===== config.mk =====
export PLATFORM = sky130hd
export DESIGN_NAME = instruction_decode
export DESIGN_NICKNAME = d
export VERILOG_FILES = /design/src/rtl/riscv_pkg.sv /design/src/rtl/immediate_generator.sv /design/src/rtl/instruction_decode.sv
export SDC_FILE = /design/constraint.sdc
export NUM_CORES = 1
export LEC_CHECK = 0
export ABC_AREA = 1
export ABC_CLOCK_PERIOD_IN_PS = 4200
export CORE_UTILIZATION = 35
export DETAILED_ROUTE_END_ITERATION = 8
export PLACE_DENSITY = 0.68
export SETUP_SLACK_MARGIN = 0.05
export SLEW_MARGIN = 15
export SYNTH_ARGS = -nofsm -noshare
export SYNTH_HDL_FRONTEND = slang
export SYNTH_HIERARCHICAL = 1
export SYNTH_SLANG_ARGS = --single-unit

===== constraint.sdc =====
create_clock -name clk -period 4.2 [get_ports clk]
set_input_delay 0.84 -clock clk [delete_from_list [all_inputs] [get_ports clk]]
set_output_delay 0.84 -clock clk [all_outputs]
set_load 0.01 [all_outputs]

===== src/rtl/riscv_pkg.sv =====
// Shared RV32I decode definitions: major opcodes, instruction format classes
// and the bundle the decode stage hands to execute.
package riscv_pkg;

    localparam int XLEN = 32;

    localparam logic [6:0] OPC_LUI      = 7'b0110111;
    localparam logic [6:0] OPC_AUIPC    = 7'b0010111;
    localparam logic [6:0] OPC_JAL      = 7'b1101111;
    localparam logic [6:0] OPC_JALR     = 7'b1100111;
    localparam logic [6:0] OPC_BRANCH   = 7'b1100011;
    localparam logic [6:0] OPC_LOAD     = 7'b0000011;
    localparam logic [6:0] OPC_STORE    = 7'b0100011;
    localparam logic [6:0] OPC_OP_IMM   = 7'b0010011;
    localparam logic [6:0] OPC_OP       = 7'b0110011;
    localparam logic [6:0] OPC_MISC_MEM = 7'b0001111;
    localparam logic [6:0] OPC_SYSTEM   = 7'b1110011;

    typedef enum logic [2:0] {
        FMT_R    = 3'd0,
        FMT_I    = 3'd1,
        FMT_S    = 3'd2,
        FMT_B    = 3'd3,
        FMT_U    = 3'd4,
        FMT_J    = 3'd5,
        FMT_NONE = 3'd6
    } format_t;

    typedef struct packed {
        logic [XLEN-1:0] pc;
        logic [6:0]      opcode;
        logic [4:0]      rd;
        logic [4:0]      rs1;
        logic [4:0]      rs2;
        logic [2:0]      funct3;
        logic [6:0]      funct7;
        logic [XLEN-1:0] imm;
        format_t         fmt;
        logic            illegal;
    } decoded_instr_t;

    // Value the output register takes out of reset.
    localparam decoded_instr_t DECODED_RESET = '{
        pc:      '0,
        opcode:  '0,
        rd:      '0,
        rs1:     '0,
        rs2:     '0,
        funct3:  '0,
        funct7:  '0,
        imm:     '0,
        fmt:     FMT_NONE,
        illegal: 1'b0
    };

endpackage


===== src/rtl/immediate_generator.sv =====
// Combinational RV32I immediate builder: picks the immediate bits for the given
// format and sign-extends them from instr[31]; R and NONE formats yield zero.
module immediate_generator
    import riscv_pkg::*;
#(
    parameter int WIDTH = 32
) (
    input  logic [WIDTH-1:0] i_instruction,
    input  format_t          i_format,
    output logic [WIDTH-1:0] o_imm
);

    logic w_sign;

    assign w_sign = i_instruction[31];

    // The opcode bits never contribute to an immediate.
    logic w_unused_opcode;
    assign w_unused_opcode = &{1'b0, i_instruction[6:0]};

    always_comb begin
        o_imm = '0;
        case (i_format)
            FMT_I: o_imm = {{(WIDTH-12){w_sign}}, i_instruction[31:20]};
            FMT_S: o_imm = {{(WIDTH-12){w_sign}}, i_instruction[31:25],
                            i_instruction[11:7]};
            FMT_B: o_imm = {{(WIDTH-13){w_sign}}, i_instruction[31],
                            i_instruction[7], i_instruction[30:25],
                            i_instruction[11:8], 1'b0};
            FMT_U: o_imm = {i_instruction[31:12], 12'b0};
            FMT_J: o_imm = {{(WIDTH-21){w_sign}}, i_instruction[31],
                            i_instruction[19:12], i_instruction[20],
                            i_instruction[30:21], 1'b0};
            default: o_imm = '0;
        endcase
    end

endmodule


===== src/rtl/instruction_decode.sv =====
// RV32I decode stage: one output register behind a valid/ready handshake,
// splitting each accepted instruction into fields, format and immediate.
module instruction_decode
    import riscv_pkg::*;
#(
    parameter int WIDTH       = 32,
    parameter int COUNT_WIDTH = 32
) (
    input  logic                   clk,
    input  logic                   rst,
    input  logic                   in_valid,
    output logic                   in_ready,
    input  logic [WIDTH-1:0]       instruction,
    input  logic [WIDTH-1:0]       program_counter,
    input  logic                   flush,
    output logic                   out_valid,
    input  logic                   out_ready,
    output logic [WIDTH-1:0]       out_pc,
    output logic [6:0]             out_opcode,
    output logic [4:0]             out_rd,
    output logic [4:0]             out_rs1,
    output logic [4:0]             out_rs2,
    output logic [2:0]             out_funct3,
    output logic [6:0]             out_funct7,
    output logic [WIDTH-1:0]       out_imm,
    output logic [2:0]             out_format,
    output logic                   out_illegal,
    output logic [COUNT_WIDTH-1:0] decode_count
);

    // Handshake: a transfer happens on a rising edge where valid and ready are
    // both high. in_ready depends only on the registered state and out_ready,
    // so the upstream valid never feeds back into ready. flush overrides any
    // transfer into this stage and invalidates whatever it holds.

    format_t                w_format;
    logic                   w_illegal;
    logic [WIDTH-1:0]       w_imm;
    logic                   w_accept;
    decoded_instr_t         w_decoded;

    decoded_instr_t         r_bundle;
    logic                   r_valid;
    logic [COUNT_WIDTH-1:0] r_count;

    always_comb begin
        w_format = FMT_NONE;
        case (instruction[6:0])
            OPC_LUI:      w_format = FMT_U;
            OPC_AUIPC:    w_format = FMT_U;
            OPC_JAL:      w_format = FMT_J;
            OPC_JALR:     w_format = FMT_I;
            OPC_BRANCH:   w_format = FMT_B;
            OPC_LOAD:     w_format = FMT_I;
            OPC_STORE:    w_format = FMT_S;
            OPC_OP_IMM:   w_format = FMT_I;
            OPC_OP:       w_format = FMT_R;
            OPC_MISC_MEM: w_format = FMT_I;
            OPC_SYSTEM:   w_format = FMT_I;
            default:      w_format = FMT_NONE;
        endcase
    end

    // Every listed opcode ends in 2'b11, so the low-bit test is already implied;
    // it is kept explicit so the compressed-encoding case reads directly.
    assign w_illegal = (w_format == FMT_NONE) || (instruction[1:0] != 2'b11);

    immediate_generator #(
        .WIDTH(WIDTH)
    ) u_immediate_generator (
        .i_instruction(instruction),
        .i_format     (w_format),
        .o_imm        (w_imm)
    );

    always_comb begin
        w_decoded         = DECODED_RESET;
        w_decoded.pc      = program_counter;
        w_decoded.opcode  = instruction[6:0];
        w_decoded.rd      = instruction[11:7];
        w_decoded.rs1     = instruction[19:15];
        w_decoded.rs2     = instruction[24:20];
        w_decoded.funct3  = instruction[14:12];
        w_decoded.funct7  = instruction[31:25];
        w_decoded.imm     = w_imm;
        w_decoded.fmt     = w_format;
        w_decoded.illegal = w_illegal;
    end

    assign in_ready = !r_valid || out_ready;
    assign w_accept = in_valid && in_ready && !flush;

    always_ff @(posedge clk or posedge rst) begin
        if (rst) begin
            r_valid  <= 1'b0;
            r_count  <= '0;
            r_bundle <= DECODED_RESET;
        end else if (flush) begin
            r_valid <= 1'b0;
        end else if (w_accept) begin
            r_valid  <= 1'b1;
            r_count  <= r_count + COUNT_WIDTH'(1);
            r_bundle <= w_decoded;
        end else if (r_valid && out_ready) begin
            r_valid <= 1'b0;
        end
    end

    assign out_valid    = r_valid;
    assign out_pc       = r_bundle.pc;
    assign out_opcode   = r_bundle.opcode;
    assign out_rd       = r_bundle.rd;
    assign out_rs1      = r_bundle.rs1;
    assign out_rs2      = r_bundle.rs2;
    assign out_funct3   = r_bundle.funct3;
    assign out_funct7   = r_bundle.funct7;
    assign out_imm      = r_bundle.imm;
    assign out_format   = r_bundle.fmt;
    assign out_illegal  = r_bundle.illegal;
    assign decode_count = r_count;

endmodule


==> results.json <==
{
  "fillers": 1640,
  "drtAntennaViolNets": 0,
  "ys_ff_latch": 133,
  "die-area_um2": 18700,
  "clockRootBuffer": "clkbuf_16",
  "num_rows": 48,
  "finalWirelength_um": 17700,
  "remaining_drc_errors": 0,
  "post_cts_buffers": 0,
  "yosys.cell_types.count": 30,
  "min_path_type": "register to register",
  "cts_buffers": 17,
  "grt_util_met2": 0.310,
  "worst_clock_skew_ps": 7.49,
  "overflow": 0,
  "status": "completed",
  "viasPerCell": 4.64,
  "antenna_cells": 0,
  "cts_max_level": 4,
  "critPathLaunchType": "input port",
  "dp_hpwl_um": 12500,
  "drive_gt1_frac": 0.0613,
  "placed_cell_area_um2": 8550,
  "start_util": 0.363,
  "synthAdderAreaFrac": 0.00197,
  "dieWidth_um": 137,
  "grt_most_used_layer": "met2",
  "fin_crit_sh": 0.721,
  "ir_drop_v": 0.000271,
  "synthCells": 821,
  "synth_nets": 891,
  "vias": 5808,
  "critPathMaxStageDelay_ps": 480,
  "dr.pass1.iters": 5,
  "clock_sinks": 133,
  "crit_slowest_cell": "clkdlybuf4s50_1",
  "worstSetupPathType": "input port to register",
  "path_clk_slew_ps": 60,
  "io_pins": 203,
  "multiInputGateArea_um2": 2670,
  "fin_tns_setup_ps": 0,
  "grt_pass1_wl_um": 28300,
  "cts_hold_buf": 0,
  "grt_max_degree": 87,
  "syn_avg_cell_area_um2": 7.73,
  "clk_latency_ps": 410,
  "gp_congestion": 0.883,
  "slew_viol_final": 0,
  "worst-endpoint-required_ps": 4550,
  "synth_top_family_by_area": "simple AND/OR/NAND/NOR gates",
  "die_h_um": 137,
  "synth_mux_area_frac": 0,
  "post_cts_resized": 0,
  "synth_edf_count": 0,
  "critPathCaptureType": "register",
  "finish.instance_area_um2": 9160,
  "cp_num_buf_inv": 2,
  "async_flop_share": 1.00,
  "cpMostUsedCell": "nand2_1",
  "synth_compound_area_frac": 0.0136,
  "setup_viol": 0,
  "core_area_um2": 17500,
  "arrival_ps": 3380,
  "drt_iter0_drc": 389,
  "path_max_fanout": 20,
  "power_density_nw_per_um2": 419,
  "synth_xor_area_frac": 0.0317,
  "netlist_area_um2": 6340,
  "grt_use_met1": 0.252,
  "synth-simple-area-share": 0.374,
  "timing.slew.headroom": 0.533,
  "grt_usage": 0.197,
  "met3_usage": 0.0604,
  "rsz0062_at_grt": "no",
  "port-buffer-count": 202,
  "fin_nets": 1085,
  "cap_violations": 0,
  "synth_seq_area_share": 0.525,
  "area_delta_synth_final_pct": 44.4,
  "fmax_ghz": 0.330,
  "finalHoldViolCount": 0,
  "yosys_warnings": 6,
  "grt_antenna_before_repair": 0,
  "leakagePower_nw": 4.50,
  "fin_crit_ps": 3030,
  "routedWlPerCell_um": 14.1,
  "grt_pass1_vias": 5519,
  "cp_cell_sequence": "clkdlybuf4s50_1, nand2_1, nor2_1, nand2_1, nand2_1, nor2_1, nand3_1, nand2_1, inv_2, nand4_1, nand3_1, nand2_1, nand2_1",
  "tritoncts": "yes",
  "seq_area_um2": 3330,
  "synth_ff_type": "dfrtp_1",
  "worst_pin_slew_ps": 698,
  "cp_top_family": "simple AND/OR/NAND/NOR gates",
  "clockBufferDepth": 2
}
[worst reg2reg max path, cell delays in order, from the launching register on]
cell and delay [ps]:
dfrtp_1 340, nand2_1 120, nand2_4 390, clkinv_2 470, buf_12 370, nand2_1 200
nand2_1 60
[cells in the final DEF, fill, tap and decap left out, types with 2 or more instances in the layout]
cell type / n
nand2_1: 426
clkdlybuf4s50_1: 202
dfrtp_1: 131
nor2_1: 57
nand3_1: 55
inv_1: 34
clkbuf_16: 17
xor2_1: 12
xnor2_1: 11
nor3_1: 11
o21ai_0: 9
inv_6: 7
nand4_1: 6
nor2_4: 5
nand3b_1: 4
buf_4: 4
nand2_2: 3
nand2_4: 3
clkinv_2: 3
nor2_2: 3
bufinv_16: 3
buf_12: 3
inv_2: 3
clkinvlp_4: 2
a21oi_1: 2
dfstp_2: 2
[worst paths after layout]
| path | end | slack, ps | cells after the start | startpoint |
|---|---|---|---|---|
| worst min register to register | out_format[1] | 470 | 2 | out_format[1] |
| max in group asynchronous | decode_count[16] | 2910 | 3 | rst |
| worst min-delay path | out_format[1] | 470 | 2 | out_format[1] |
| worst max register to register | out_imm[3] | 2140 | 6 | out_valid |
| worst max-delay path | out_imm[21] | 1170 | 13 | instruction[1] |
| min in group asynchronous | out_pc[31] | 890 | 3 | rst |
[layer usage]
metal	share of wire	vias up
li1	-	2924
met1	0.44	2689
met2	0.47	172
met3	0.070	23
met4	0.017	0
met5	0	-
[cells in the mapped netlist (2+ instances only)]
library cell,instances,share of area
a21oi_1,2,0.0016
nand4_1,6,0.0059
o21ai_0,9,0.0071
clkbuf_1,4,0.0024
nand3_1,55,0.043
xor2_1,12,0.017
nor2_4,5,0.0089
buf_4,7,0.0083
nand2_1,426,0.25
buf_2,21,0.017
dfrtp_1,131,0.52
nor2_1,57,0.034
buf_6,2,0.0035
nor2_2,3,0.0030
nor3_1,11,0.0087
inv_2,4,0.0024
dfstp_2,2,0.0083
inv_1,35,0.021
nand2_2,3,0.0030
nand3b_1,4,0.0047
nand2_4,3,0.0053
xnor2_1,11,0.015
[cell families (layout without fill, tap and decap cells)]
family / after synthesis / after routing
AND/OR/NAND/NOR: 576 / 576
flip-flops: 133 / 133
buffers and inverters: 73 / 280
XOR/XNOR: 23 / 23
AO/OA/AOI/OAI: 15 / 15
adder cells (fa/ha/maj): 1 / 1
[area by class of cell]
| class | instances | area share |
|---|---|---|
| Clock buffer | 17 | 0.0464 |
| Multi-Input combinational cell | 615 | 0.292 |
| Timing Repair Buffer | 209 | 0.231 |
| Sequential cell | 133 | 0.364 |
| Inverter | 39 | 0.0165 |
| Clock inverter | 15 | 0.0206 |
| Tap cell | 225 | 0.0307 |
[sequential cells by signal, indices dropped and copies added (netlist names)]
name	cells
out_rs2	5
out_opcode	7
out_rd	5
out_funct7	7
out_funct3	3
decode_count	32
out_pc	32
out_format	3
out_imm	32
out_valid	1
out_illegal	1
out_rs1	5
[per-stage QoR]
step           setup slack (ps)   util  power (mW)  hold slack, ps  cells
6_report                   1170  0.524        3.84             473   1253
5_1_grt                     851  0.524        4.01             496   1253
4_1_cts                    1230  0.524        3.89             474   1253
3_5_place_dp                796  0.489        2.30             463   1221
3_3_place_gp                893  0.489        2.29             457   1221
2_1_floorplan              1710      -        1.85             473    821
[report_power, final]
part	internal (mW)	switching (mW)	leakage, nW
registers	1.43	0.111	1.72
clock network	0.950	0.613	0.302
logic	0.388	0.347	2.48
total	2.77	1.07	4.50
Note: power is estimated with default switching activity, not from simulation.
